`src/rtl/ysyx_24090003_inst_enc.sv`:
```
// RV32I instruction encoder: packs decoded fields into a 32-bit word, queued in a small output FIFO.
// Define YSYX_24090003_INST_ENC_RANGE_CHK_EN to enable immediate range / illegal-type checking.
module ysyx_24090003_inst_enc #(
    parameter int DEPTH = 2,
    parameter int CNT_W = 16
) (
    input  logic             clk,
    input  logic             rst,
    input  logic             in_valid,
    output logic             in_ready,
    input  logic [2:0]       in_itype,
    input  logic [6:0]       in_opcode,
    input  logic [2:0]       in_funct3,
    input  logic [6:0]       in_funct7,
    input  logic [4:0]       in_rd,
    input  logic [4:0]       in_rs1,
    input  logic [4:0]       in_rs2,
    input  logic [31:0]      in_imm,
    output logic             out_valid,
    input  logic             out_ready,
    output logic [31:0]      out_inst,
    output logic             out_err,
    output logic [CNT_W-1:0] err_cnt
);

    localparam int PTR_W = (DEPTH > 1) ? $clog2(DEPTH) : 1;

    typedef enum logic [2:0] {
        TYPE_R = 3'b000,
        TYPE_I = 3'b001,
        TYPE_S = 3'b010,
        TYPE_B = 3'b011,
        TYPE_U = 3'b100,
        TYPE_J = 3'b101
    } itype_e;

    logic [31:0]    encInst;
    logic [31:0]    entryInst;
    logic           entryErr;
    logic           push;
    logic           pop;
    logic           full;
    logic           empty;
    logic [PTR_W-1:0] wrPtr;
    logic [PTR_W-1:0] rdPtr;
    logic [PTR_W:0]   count;
    logic [31:0]    memInst [DEPTH];
    logic           memErr  [DEPTH];

    // Illegal types fall through to the R layout; with checking enabled the error masks them.
    always_comb begin
        case (itype_e'(in_itype))
            TYPE_I:  encInst = {in_imm[11:0], in_rs1, in_funct3, in_rd, in_opcode};
            TYPE_S:  encInst = {in_imm[11:5], in_rs2, in_rs1, in_funct3, in_imm[4:0], in_opcode};
            TYPE_B:  encInst = {in_imm[12], in_imm[10:5], in_rs2, in_rs1, in_funct3,
                                in_imm[4:1], in_imm[11], in_opcode};
            TYPE_U:  encInst = {in_imm[31:12], in_rd, in_opcode};
            TYPE_J:  encInst = {in_imm[20], in_imm[10:1], in_imm[11], in_imm[19:12], in_rd, in_opcode};
            default: encInst = {in_funct7, in_rs2, in_rs1, in_funct3, in_rd, in_opcode};
        endcase
    end

`ifdef YSYX_24090003_INST_ENC_RANGE_CHK_EN
    logic signed [31:0] immS;
    logic               rangeErr;
    logic [CNT_W-1:0]   errCnt;

    assign immS = $signed(in_imm);

    // NOTE: rangeErr is assigned a default before the case so no path leaves it unassigned (no latch).
    always_comb begin
        rangeErr = 1'b0;
        case (in_itype)
            3'b001, 3'b010: rangeErr = (immS < -32'sd2048) || (immS > 32'sd2047);
            3'b011:         rangeErr = (immS < -32'sd4096) || (immS > 32'sd4094) || in_imm[0];
            3'b100:         rangeErr = (in_imm[11:0] != 12'd0);
            3'b101:         rangeErr = (immS < -32'sd1048576) || (immS > 32'sd1048574) || in_imm[0];
            3'b110, 3'b111: rangeErr = 1'b1;
            default:        rangeErr = 1'b0;
        endcase
    end

    assign entryErr  = rangeErr;
    assign entryInst = rangeErr ? 32'd0 : encInst;

    always_ff @(posedge clk) begin
        if (rst) begin
            errCnt <= '0;
        end else if (push && rangeErr && (errCnt != {CNT_W{1'b1}})) begin
            errCnt <= errCnt + 1'b1;
        end
    end

    assign err_cnt = errCnt;
    assign out_err = empty ? 1'b0 : memErr[rdPtr];
`else
    assign entryErr  = 1'b0;
    assign entryInst = encInst;
    assign err_cnt   = '0;
    assign out_err   = 1'b0;
`endif

    assign full     = (count == (PTR_W+1)'(DEPTH));
    assign empty    = (count == '0);
    assign in_ready = !full;
    assign push     = in_valid && in_ready;
    assign out_valid = !empty;
    assign pop      = out_valid && out_ready;

    // Pointers and count are state; the storage array carries no reset.
    always_ff @(posedge clk) begin
        if (rst) begin
            wrPtr <= '0;
            rdPtr <= '0;
            count <= '0;
        end else begin
            // NOTE: non-blocking assignments so every register samples pre-edge values.
            if (push) wrPtr <= wrPtr + 1'b1;
            if (pop)  rdPtr <= rdPtr + 1'b1;
            case ({push, pop})
                2'b10:   count <= count + 1'b1;
                2'b01:   count <= count - 1'b1;
                default: count <= count;
            endcase
        end
    end

    // NOTE: the FIFO storage is deliberately not reset; empty masks stale contents at the outputs.
    always_ff @(posedge clk) begin
        if (push) begin
            memInst[wrPtr] <= entryInst;
            memErr[wrPtr]  <= entryErr;
        end
    end

    assign out_inst = empty ? 32'd0 : memInst[rdPtr];

endmodule

```
`config.mk`:
```
export PLATFORM = sky130hd
export DESIGN_NAME = ysyx_24090003_inst_enc
export DESIGN_NICKNAME = d
export VERILOG_FILES = /design/src/rtl/ysyx_24090003_inst_enc.sv
export SDC_FILE = /design/constraint.sdc
export NUM_CORES = 1
export LEC_CHECK = 0
export BUFFER_PORTS_ARGS = -buffer_cell sky130_fd_sc_hd__buf_4
export CORE_MARGIN = 4
export CORE_UTILIZATION = 43
export CTS_BUF_LIST = sky130_fd_sc_hd__clkbuf_4
export DETAILED_ROUTE_END_ITERATION = 10
export PLACE_DENSITY = 0.71
export SKIP_LAST_GASP = 1
export SYNTH_ARGS = -nofsm -noshare
export SYNTH_HDL_FRONTEND = slang
export SYNTH_SLANG_ARGS = --single-unit
export TNS_END_PERCENT = 5
```
`constraint.sdc`:
```
create_clock -name clk -period 2.9 [get_ports clk]
set_clock_uncertainty 0.1 [all_clocks]
set_input_delay 0.87 -clock clk [delete_from_list [all_inputs] [get_ports clk]]
set_output_delay 0.87 -clock clk [all_outputs]
set_load 0.01 [all_outputs]
```
# == Word level (Yosys, flattened, before mapping) ==
# Memories as Yosys holds them, arrays and structs flattened. A register that Yosys moved wholly into a read port is not among the register bits.
# Cells that the tools add are included.
# op_classes
mul,0
addsub,4
magnitude_cmp,0
n_mux,7
div_mod_pow,0
shifts,0
reduce_logical,6
eq_ne,8
n_bitwise,0
# ops
op,n
one-hot mux 32 bit (5 select lines),1
two-way mux 32 bit,1
== test 3 x 2 -> 1 bit (second input constant),2
== test 3 bit (second input constant),2
== test 2 bit (second input constant),2
two-way mux 1 bit,4
one-hot mux 2 bit (2 select lines),1
== test 3 x 1 -> 1 bit (second input constant),1
adder 1 bit (second input constant),2
adder 2 x 1 -> 2 bit (second input constant),1
== test 2 x 1 -> 1 bit (second input constant),1
logical AND 1 bit,2
zero test 1 bit,2
zero test 2 bit,1
nonzero test 2 bit,1
subtractor 2 x 1 -> 2 bit (second input constant),1
# totals
mem_count,1
ram_bits,64
reg_bits,4
wordCells,29
latch_bits,0
romBits,0
inputBits,71
# memory_table
memory,words,width,rd,rd_ports_with_merged_regs,write_ports,line_no,source
memInst,2,32,1,1,1,47,logic [31:0] memInst [DEPTH];

# == Depth between registers and ports, before layout ==
# logic_depth
word_depth,5
ltp_mapped,6

# == Worst setup path before layout ==
# OpenSTA, ideal clock, no wires.
# synth_timing
path_type,input to register
from,input port in_valid
to,"memory memInst[1][0], enable pin"
cell_stages,1
setup_slack_ns,0.704
setup_ns,0.392
arrival_time_ns,1.703
cell_sequence,and3_1
# synth_via
elab_chain_len,3
# synth_rtl
item,line_no,source
"start, declared",9,"input logic in_valid,"
logical AND 1 bit,106,assign push = in_valid && in_ready;
two-way mux 1 bit,130,if (push) begin
two-way mux 1 bit,--,
"end, declared",47,
# Every way passes these cells.

==> impl_metrics.toml <==
[worst_setup_path]
max_stage_delay_ns = 0.66
cp_cell_sequence = "buf_12, mux2i_1, nor2_1, buf_4"
start_kind = "flip-flop"
required_ns = 1.93
end_kind = "primary output"
cp_slowest_cell = "dfxtp_2"
crit_arrival_ns = 1.73
crit_fanout = 18
criticalPathCategory = "reg -> out"

[global_routing]
gr-total-overflow = 0
grt_usage = 0.157
grt_max_degree = 33
grt_pass1_wl_um = 11800
grt_pass1_vias = 2381
antenna_found_initial = 0

[power]
peakVddDrop_mv = 0.313
power_density_mw_per_mm2 = 769
total_power_mw = 3.39
leakagePower_nw = 1.79

[cells_and_area]
utilization = 0.567
drive_gt1_frac = 0.412
stdcell_area_mm2 = 0.00441
nNetsFinal = 441
syn_to_final_growth_pct = 28.2
antenna_cells = 0

[synthesis]
synth_top_area_share = 0.559
synth.avg_cell_area_um2 = 13.0
seq_area_frac_synth = 0.588
ys_types = 32
ys_top_cells_by_area = "edfxtp_1 56%, mux2i_1 12%, mux2_2 7.9%"
ys_ff_latch = 69
synth_area_mm2 = 0.00344
synthCells = 264
yosys.area.top_type = "edfxtp_1"
synth_warnings = 0

[floorplanning]
rows = 32
ios = 122
start_util = 0.443
coreArea_mm2 = 0.00777
die_area_mm2 = 0.00949
die_y_um = 97.4
die_x_um = 97.4

[timing]
fin_crit_ns = 2.70
final-setup-viol-count = 0
clock.fmax_ghz = 0.371
slew_viol_final = 0
fin_crit_sh = 0.930
rsz0062_at_grt = "no"
setup_tns_ns = 0
finalHoldViolCount = 0
fin_ws_ns = 0.204

[route]
drt-total-wl_um = 7290
drtIter0Drc = 66
wl_per_cell_um = 15.3
vias = 2330
viasPerCell = 4.89
drcViolationCount = 0
antenna_left = 0
first_pass_iters = 4

[status]
status = "finished clean"

[min_path]
hp-class = "reg -> reg"

[clocking]
cts_buffer_depth = 2
hold_buffers = 0
clock-sinks = 69
clkSlewWorstSetupHoldPaths_ns = 0.10
ctsResizeCount = 0
postCtsSetupBuffers = 0
numCtsBuffers = 9
cts_tree = "done"
clock_latency_ns = 0.38
root_buffer = "clkbuf_4"
htree_levels = 3

[place]
hpwl_um = 5420
gp_congestion = 0.781
dp_slack_ns = 0.591
place_area_mm2 = 0.00425
io_buffers = 104

[run]
maxCapViolations = 0
## where the power goes
part	switching, mW	internal [mW]
clock network	0.312	0.364
registers	0.0970	1.28
logic	0.683	0.659
## cells by family (layout without fill, tap and decap cells)
group                      after synthesis  count (layout)  share of synthesized area
AOI/OAI and AO/OA                       27              27                     0.0502
xor gates and xnor gates                 3               3                    0.00764
adders and majority gates                1               1                    0.00364
buffers and inverters                   36             130                     0.0721
DFF                                     69              69                      0.588
muxes                                   64              64                      0.195
other                                    1              17                    0.00109
and+or+nand+nor                         63              63                     0.0822
## layer usage
metal / up-vias / routed length [um] / global-route usage
li1: 1131 / - / -
met1: 1108 / 2890 / 0.179
met2: 85 / 3780 / 0.277
met3: 6 / 538 / 0.0452
met4: 0 / 79 / 0.0607
met5: - / 0 / 0
## cell usage after synthesis (all sizes together)
cell / n
a211oi: 1
a21bo: 1
a21boi: 1
a21oi: 2
a22oi: 5
a32oi: 1
and2b: 1
and3: 2
buf: 31
conb: 1
dfxtp: 5
edfxtp: 64
ha: 1
inv: 5
mux2: 24
mux2i: 40
nand2: 13
nand2b: 5
nand3: 1
nand3b: 1
nand4bb: 1
nor2: 37
o21ai: 14
o21bai: 1
o22a: 1
or2: 1
or3: 1
xnor2: 1
xor2: 2
## worst max-delay path: cells and delay by family (launching register included)
kind | cells | cell delay (ns)
simple gates | 1 | 0.06
buf+inv | 2 | 0.41
flops | 1 | 0.66
mux | 1 | 0.21
## registers in the layout, summed over array words and instances, names as in the netlist, named ones only
name     flops
rdPtr        1
count        2
memInst     64
wrPtr        1
## layout by cell type (no fill, tap or decap), types with 4 or more instances in the layout
cell,instances
buf_4,107
edfxtp_1,64
mux2i_1,40
nor2_1,36
mux2_2,24
conb_1,17
o21ai_0,14
nand2_1,13
clkbuf_4,11
inv_1,5
a22oi_1,5
nand2b_1,4
dfxtp_1,4
## path summary, 6_finish.rpt
path | startpoint | end | slack [ns] | cells past startpoint
min | rdPtr | rdPtr | 0.42 | 2
max reg2reg | count[0] | memInst[1][8] | 1.11 | 3
max | flip-flop | out_inst[21] | 0.20 | 4
min reg2reg | rdPtr | rdPtr | 0.42 | 2
## layout make-up
class,count,area [um2]
clock inverters,5,75.1
clock buffers,11,82.6
flip-flops and latches,69,2020
repair buffers,109,843
multi-input cells,175,1240
fillers,647,3360
inverters,5,18.8
well taps,102,128
## through the flow
stage	hold slack (ns)	instances
2_1_floorplan	0.372	280
3_3_place_gp	0.386	460
3_5_place_dp	0.390	460
4_1_cts	0.420	476
5_1_grt	0.471	476
6_report	0.419	476
Note: power is estimated with default switching activity, not from simulation.
